<file path="config.mk">
export PLATFORM = sky130hd
export DESIGN_NAME = bit_scan_unit
export DESIGN_NICKNAME = d
export VERILOG_FILES = /design/src/rtl/bit_scan_pkg.sv /design/src/rtl/prio_enc32.sv /design/src/rtl/bit_scan_unit.sv
export SDC_FILE = /design/constraint.sdc
export NUM_CORES = 1
export LEC_CHECK = 0
export CAP_MARGIN = 10
export CORE_MARGIN = 4
export CORE_UTILIZATION = 47
export DETAILED_ROUTE_END_ITERATION = 10
export MAX_ROUTING_LAYER = met4
export PLACE_DENSITY = 0.73
export SLEW_MARGIN = 20
export SYNTH_ARGS = -nofsm -noshare
export SYNTH_HDL_FRONTEND = slang
export SYNTH_SLANG_ARGS = --single-unit
</file>
<file path="constraint.sdc">
create_clock -name clk -period 7 [get_ports clk]
set_clock_uncertainty 0.1 [all_clocks]
set_input_delay 1.4 -clock clk [delete_from_list [all_inputs] [get_ports clk]]
set_output_delay 1.4 -clock clk [all_outputs]
set_load 0.05 [all_outputs]
</file>
<file path="src/rtl/bit_scan_pkg.sv">
// Shared types and constants for the set-bit scanner.
package bit_scan_pkg;

    localparam int DEF_WIDTH = 32;
    localparam int DEF_IDX_W = 5;

    localparam logic DIR_LSB = 1'b0;
    localparam logic DIR_MSB = 1'b1;

    typedef enum logic [1:0] {
        ST_IDLE  = 2'd0,
        ST_SCAN  = 2'd1,
        ST_EMPTY = 2'd2
    } state_t;

    function automatic logic [5:0] popcount32(input logic [31:0] v);
        logic [5:0] c;
        c = '0;
        for (int i = 0; i < 32; i++) begin
            c = c + {5'd0, v[i]};
        end
        return c;
    endfunction

endpackage

</file>
<file path="src/rtl/prio_enc32.sv">
// Combinational priority encoder: index of the lowest set bit plus a found flag.
module prio_enc32 (
    input  logic [31:0] vec,
    output logic [4:0]  idx,
    output logic        found
);

    always_comb begin
        idx   = '0;
        found = |vec;
        // Walk downward so the lowest set bit is the last one written.
        for (int i = 31; i >= 0; i--) begin
            if (vec[i]) begin
                idx = i[4:0];
            end
        end
    end

endmodule

</file>
<file path="src/rtl/bit_scan_unit.sv">
// Sequential set-bit scanner emitting one bit index per beat, LSB- or MSB-first.
// Optional out_count (population count of the accepted mask) with BIT_SCAN_COUNT_EN.
module bit_scan_unit
    import bit_scan_pkg::*;
#(
    parameter int WIDTH = DEF_WIDTH,
    parameter int IDX_W = DEF_IDX_W
) (
    input  logic             clk,
    input  logic             reset,
    input  logic             in_valid,
    output logic             in_ready,
    input  logic [WIDTH-1:0] in_mask,
    input  logic             in_dir,
    output logic             out_valid,
    input  logic             out_ready,
    output logic [IDX_W-1:0] out_idx,
    output logic             out_last,
    output logic             out_empty,
    output logic             busy
`ifdef BIT_SCAN_COUNT_EN
    ,output logic [IDX_W:0]  out_count
`endif
);

    state_t           state_q;
    logic [WIDTH-1:0] rem_q;
    logic             dir_q;

    logic [WIDTH-1:0] rem_rev;
    logic [WIDTH-1:0] enc_in;
    logic [IDX_W-1:0] enc_idx;
    logic             enc_found;
    logic [IDX_W-1:0] scan_idx;
    logic             single;
    logic             accept;
    logic             beat;

    always_comb begin
        rem_rev = '0;
        for (int i = 0; i < WIDTH; i++) begin
            rem_rev[i] = rem_q[WIDTH-1-i];
        end
    end

    // MSB-first reuses the LSB encoder on the reversed word and mirrors the index.
    assign enc_in = (dir_q == DIR_MSB) ? rem_rev : rem_q;

    prio_enc32 u_enc (
        .vec   (enc_in),
        .idx   (enc_idx),
        .found (enc_found)
    );

    assign scan_idx = (dir_q == DIR_MSB) ? (IDX_W'(WIDTH - 1) - enc_idx) : enc_idx;
    assign single   = ((rem_q & (rem_q - WIDTH'(1))) == '0);

    assign in_ready  = (state_q == ST_IDLE);
    assign out_valid = (state_q != ST_IDLE);
    assign busy      = (state_q != ST_IDLE);
    assign out_empty = (state_q == ST_EMPTY);
    assign out_idx   = (state_q == ST_SCAN) ? scan_idx : '0;

    always_comb begin
        out_last = 1'b0;
        case (state_q)
            ST_SCAN:  out_last = enc_found && single;
            ST_EMPTY: out_last = 1'b1;
            default:  out_last = 1'b0;
        endcase
    end

    assign accept = in_valid && in_ready;
    assign beat   = out_valid && out_ready;

    always_ff @(posedge clk or posedge reset) begin
        if (reset) begin
            state_q <= ST_IDLE;
            rem_q   <= '0;
            dir_q   <= DIR_LSB;
        end else begin
            case (state_q)
                ST_IDLE: begin
                    if (accept) begin
                        rem_q   <= in_mask;
                        dir_q   <= in_dir;
                        state_q <= (in_mask != '0) ? ST_SCAN : ST_EMPTY;
                    end
                end
                ST_SCAN: begin
                    if (beat) begin
                        rem_q <= rem_q & ~(WIDTH'(1) << scan_idx);
                        if (out_last) begin
                            state_q <= ST_IDLE;
                        end
                    end
                end
                ST_EMPTY: begin
                    if (beat) begin
                        state_q <= ST_IDLE;
                    end
                end
                default: state_q <= ST_IDLE;
            endcase
        end
    end

`ifdef BIT_SCAN_COUNT_EN
    always_ff @(posedge clk or posedge reset) begin
        if (reset) begin
            out_count <= '0;
        end else if (accept) begin
            out_count <= (IDX_W+1)'(popcount32(in_mask));
        end
    end
`endif

endmodule

</file>
==> results of run 1 <==
## power by group through the flow
stage	registers (mW)	clock network, mW	logic, mW
6_report	0.581	0.188	0.908
5_1_grt	0.605	0.200	1.01
4_1_cts	0.566	0.191	0.902
3_5_place_dp	0.569	0	0.898
3_3_place_gp	0.567	0	0.888
2_1_floorplan	0.340	0	0.867
## layout make-up
type | count | area, um2
Clock buffer | 5 | 68.82
Clock inverter | 3 | 43.79
Fill cell | 676 | 2950
Inverter | 15 | 56.30
Multi-Input combinational cell | 350 | 2286
Sequential cell | 35 | 875.8
Tap cell | 96 | 120.1
Timing Repair Buffer | 52 | 505.5
## synthesized netlist by cell type, drive strengths merged, types with 9 or more instances
library cell,number
nand2,40
clkbuf,38
dfrtp,35
a22oi,32
o211ai,31
nor2,28
nor3,26
a21oi,23
o21ai,16
inv,15
nor4,14
nor3b,12
or2,10
buf,9
## kinds of logic (layout without fill, tap and decap cells)
group | Yosys count | in the layout
flip-flops | 35 | 35
multiplexers | 4 | 4
XOR/XNOR | 3 | 3
buffers and inverters | 62 | 75
adder cells (fa/ha/maj) | 9 | 9
AO/OA/AOI/OAI | 159 | 159
AND/OR/NAND/NOR | 175 | 175
## registers in the layout (all words and copies together) (netlist names)
register	cells
rem_q	32
dir_q	1
state_q	2
## final timing paths
kind	to	slack (ns)	depth (start not counted)
min in group asynchronous	rem_q[0]	1.40	3
worst max-delay path	out_idx[0]	1.03	8
worst min-delay path	state_q[0]	0.42	1
worst min register to register	state_q[0]	0.42	1
worst max register to register	rem_q[15]	2.76	10
max in group asynchronous	rem_q[22]	5.05	3
## metal layers
| layer | share of wire (%) | up-vias | global-route usage (%) |
|---|---|---|---|
| met5 | 0 | - | - |
| met4 | 1.2 | 0 | 5.495 |
| met3 | 8.0 | 14 | 3.298 |
| met2 | 48 | 185 | 45.77 |
| met1 | 43 | 1776 | 38.42 |
| li1 | - | 1727 | - |
==> summary.txt, run 1 <==
Yosys
  – Synthesized area: 0.003410 mm2
  – Ys flop type: dfrtp_1
  – Post-Synthesis Cells: 447
  – Compound-Gate Fraction of Synth Area: 33.91%
  – Seq/Total Area, Yosys: 25.69%
  – Multiplexer share of the synthesized area: 1.248%
  – Syn Nets: 487
  – Post-synthesis adder-cell area fraction: 2.899%
  – Largest cells by area after synthesis: dfrtp_1, a22oi_1, o211ai_1, nand2_1, clkbuf_1
  – Synthesized flop and latch total: 35
  – Synth Area in XOR/XNOR: 0.7706%
  – EDFF count, synth: 0
  – Async set-reset flop share out of synthesis: 100.0%
  – Share of the synthesized area in the top cell type: 25.69%
  – Synthesized area per cell: 7.628 um2
  – Netlist cell types: 73
  – Synth area leader: dfrtp_1
  – Yosys warnings: 0
  – Simple-gate share of the synthesized area: 28.04%
  – Main combinational cell family by area after synthesis: compound AO/OA/AOI/OAI gates

Routing
  – Vias post-DR: 3,702
  – Pre-antenna DRT Iters: 6
  – Post-route ant nets: 0
  – DRC: 0
  – Vias/cell: 6.658
  – Initial DRC Count: 353
  – Routed WL per cell: 20.67 um
  – DRT Wirelength: 11.49 mm

Power and ir drop
  – Flop pwr share: 34.6%
  – Sw Share: 54.10%
  – Pint: 0.7694 mW
  – Clock power frac: 11.2%
  – Overall power: 1.676 mW
  – Power per cell area: 423.7 mW/mm2
  – Combinational power share: 54.2%
  – Maximum VDD drop: 0.3024 mV
  – Total leakage power: 1.381 nW
  – Net Sw Power: 0.9068 mW

Place
  – Placed cell count: 548
  – Dpl cell area: 0.003844 mm2
  – Gpl congestion: 1.022
  – PortBufs: 46
  – HPWL after DPL: 8.543 mm
  – Place WS: 1.503 ns

Global route
  – Vias in the first global route: 3,547
  – GR Overflow Total: 0
  – Largest net degree at the start of global routing: 43
  – Total GRT Usage: 28.22%
  – First-pass GRT wire length: 19.04 mm
  – Initial antenna violation count: 0

Timing
  – Setup TNS: 0 ns
  – Fin worst setup slack: 1.031 ns
  – Max Slew Vio Count: 0
  – Crit path time final: 5.969 ns
  – WHS: 0.4226 ns
  – Worst-margin pin slew: 0.9720 ns
  – Period utilisation layout: 85.27%
  – Setup-failing EPs final: 0
  – RSZ-0062 raised after global routing: false
  – Max Clk Rate: 167.5 MHz
  – Max_slew headroom: 33.34%
  – Final hold violation count: 0

CTS
  – CTS tree: built
  – Htree depth: 2
  – Post-CTS Setup Inserts: 0
  – Num CTS Buffers: 5
  – Clk_lat worst skew: 0.29 ns
  – Post-CTS sizing: 0
  – Reg clk slew, reported paths: 0.09 ns
  – Clock Tree Root: clkbuf_8
  – Clock Path Buffers: 2
  – Clock tree sinks: 35
  – Hold_buf cts: 0

Cells and area
  – Commonest non-fill, non-tap cell in the layout: clkdlybuf4s50_1
  – Util after Layout: 57.28%
  – Non-filler instance count after layout: 556
  – Number of diodes: 0
  – Finished Cell Area: 0.003956 mm2
  – Nets@finish: 499
  – Layout cells sized above 1: 9.130%
  – Most frequent cells in the layout: clkdlybuf4s50_1, nand2_1, dfrtp_1, a22oi_1, o211ai_1
  – Area grow syn2layout: 16.04%

Min path
  – Hold Startpoint: state_q[0]
  – Worst min path class: flop to flop

Critical path
  – Critical path type: flop to output pin
  – Crit. End Element: output pin
  – CP Cell Sequence: inv_1 -> nor4b_1 -> o221ai_1 -> a211o_1 -> o31ai_1 -> nand2_1 -> a21boi_0 -> clkdlybuf4s50_1
  – Buf/Inv on CP: 2
  – Setup crit start: dir_q
  – Launching point of the worst reg2reg path: dir_q
  – CP startpoint kind: flop
  – Critical path's top delay family: buffers and inverters
  – Largest stage delay, worst path: 0.91 ns
  – Crit path max fanout: 29
  – Worst path required time: 5.50 ns
  – Slowest-stage cell, CP: dfrtp_1
  – Worst EP arrival: 4.47 ns

Die
  – Die W: 93.17 um
  – Die Area: 0.008681 mm2
  – Initial Util: 49.37%
  – Ports: 47
  – Die Y: 93.17 um
  – Core Region: 0.006907 mm2
  – Std-Cell Rows: 30

Run status
  – Status: finished, final reports clean

Job
  – Number of max-cap violations: 0
Power figures use the tool's default switching activity.
==> run 2: changes to the inputs <==
--- a/config.mk
+++ b/config.mk
@@ -9,7 +9,6 @@
 export CORE_MARGIN = 4
 export CORE_UTILIZATION = 47
 export DETAILED_ROUTE_END_ITERATION = 10
-export MAX_ROUTING_LAYER = met4
 export PLACE_DENSITY = 0.73
 export SLEW_MARGIN = 20
 export SYNTH_ARGS = -nofsm -noshare
==> summary.txt, run 2 (synthesis results as in run 1) <==
Run status
  – Status: finished, final reports clean

Cells and area
  – Top reg by flops: rem_q
  – Area grow syn2layout: 15.23%
  – Layout cells sized above 1: 8.913%
  – Commonest non-fill, non-tap cell in the layout: clkdlybuf4s50_1
  – Area of the multi-input gates: 0.002286 mm2
  – Seq. cell area: 875.8 um2
  – Number of diodes: 0
  – Nets@finish: 499
  – Most frequent cells in the layout: clkdlybuf4s50_1, nand2_1, dfrtp_1, a22oi_1, o211ai_1
  – Fillers: 680
  – Largest register FFs: 32
  – Registers with the most flip-flops: rem_q: 32 flops, state_q: 2 flops, dir_q: 1 flops

Critical path
  – FF-to-FF path depth: 10
  – Buf/Inv on CP: 2
  – Launching point of the worst reg2reg path: dir_q
  – Slowest-stage cell, CP: dfrtp_1
  – CP Cell Sequence: inv_1 -> nor4b_1 -> o221ai_1 -> a211o_1 -> o31ai_1 -> nand2_1 -> a21boi_0 -> clkdlybuf4s50_1
  – Worst EP arrival: 4.52 ns
  – Crit path max fanout: 30
  – Largest stage delay, worst path: 0.94 ns
  – Critical path type: flop to output pin
  – Crit. End Element: output pin
  – CP startpoint kind: flop
  – Reg2Reg Setup Slack: 2.71 ns
  – Crit Reg-Reg Endpoint: rem_q[31]
  – Worst path required time: 5.50 ns
  – Critical path's top delay family: buffers and inverters

CTS
  – Hold_buf cts: 0
  – Post-CTS Setup Inserts: 0
  – Post-CTS sizing: 0
  – Htree depth: 2
  – Clock tree sinks: 35
  – Num CTS Buffers: 5
  – Reg clk slew, reported paths: 0.09 ns
  – Clock Tree Root: clkbuf_8
  – Clock Path Buffers: 2
  – CTS tree: built
  – Clk_lat worst skew: 0.29 ns

Job
  – Number of max-cap violations: 0

Routing
  – Routed WL per cell: 20.83 um
  – Pre-antenna DRT Iters: 7
  – Post-route ant nets: 0
  – DRC: 0
  – Vias post-DR: 3,697
  – Vias/cell: 6.649
  – DRT Wirelength: 11.58 mm
  – Initial DRC Count: 388

Timing
  – RSZ-0062 raised after global routing: false
  – Max Clk Rate: 166.2 MHz
  – WHS: 0.4186 ns
  – Worst-margin pin slew: 1.033 ns
  – Crit path time final: 6.018 ns
  – Setup TNS: 0 ns
  – Final hold violation count: 0
  – Setup-failing EPs final: 0
  – Max Slew Vio Count: 0
  – Period utilisation layout: 85.98%
  – Max_slew headroom: 29.13%

Power and ir drop
  – Maximum VDD drop: 0.2448 mV
  – Total leakage power: 1.364 nW
  – Power per cell area: 419.5 mW/mm2

Die
  – Initial Util: 49.37%
  – Die W: 93.17 um
  – Die Area: 0.008681 mm2
  – Die Y: 93.17 um
  – Std-Cell Rows: 30
  – Core Region: 0.006907 mm2
  – Ports: 47

Global route
  – First-pass GRT wire length: 18.30 mm
  – Largest net degree at the start of global routing: 43
  – Vias in the first global route: 3,452
  – Total GRT Usage: 26.70%
  – GR Overflow Total: 0
  – Initial antenna violation count: 0

Place
  – Gpl congestion: 0.9949
  – HPWL after DPL: 8.713 mm
  – PortBufs: 46

Min path
  – Hold depth: 1
  – Hold endpoint: state_q[0]
  – Worst min path class: flop to flop
  – Hold Startpoint: state_q[0]
## run 2: cell count changes in the layout (fill, tap and decap cells not counted)
cell        previous run  this run
bufinv_16              1         0
clkbuf_1               0         1
clkinv_4               1         0
clkinvlp_4             0         1
## run 2: worst max path at each step
stage | startpoint | endpoint | slack [ns] | cells past startpoint
2_1_floorplan | dir_q | out_idx[0] | 2.06 | 9
3_3_place_gp | dir_q | out_idx[0] | 1.51 | 8
3_5_place_dp | dir_q | out_idx[0] | 1.42 | 8
4_1_cts | dir_q | out_idx[0] | 1.08 | 8
5_1_grt | dir_q | out_idx[0] | 0.58 | 8
6_report | dir_q | out_idx[0] | 0.98 | 8
## run 2: layout make-up
type | count | share of cell area (%)
multi-input combinational | 350 | 58.18
tap | 96 | 3.057
clock inverter | 2 | 0.3185
clock buffer | 6 | 1.847
sequential | 35 | 22.29
inverter | 15 | 1.433
timing repair buffer | 52 | 12.87
## run 2: metrics by stage
stage                     instances  power [mW]  setup slack, ns  cell area, um2  utilization, %
after CTS                       556       1.628            1.080            3929           56.88
after floorplan                 447       1.207            2.064            3410               -
after global routing            556       1.762           0.5820            3929           56.88
final                           556       1.648           0.9817            3929           56.88
after global placement          548       1.458            1.513            3844           55.65
after detailed placement        548       1.477            1.424            3844           55.65
## run 2: worst reg2reg max path, delay by kind of cell (launching register included)
family | cells | cell delay, ns
muxes | 1 | 0.91
DFF | 1 | 0.94
AOI/OAI and AO/OA | 6 | 1.50
buffers and inverters | 1 | 0.33
and+or+nand+nor | 2 | 0.43
## run 2: metal layers
| layer | GRT usage (%) | up-vias | part of all wire (%) |
|---|---|---|---|
| met1 | 36.89 | 1738 | 44 |
| met2 | 42.35 | 204 | 46 |
| met4 | 8.669 | 0 | 2.9 |
| met5 | 0 | - | 0 |
| li1 | - | 1723 | - |
| met3 | 4.586 | 32 | 7.4 |
## run 2: report_power, final
part           total [mW]  leakage [nW]  switching [mW]  internal [mW]
clock               0.150        0.0412          0.0804         0.0697
sequential          0.588         0.388           0.291          0.297
combinational       0.910         0.936           0.544          0.366
total                1.65          1.36           0.915          0.733
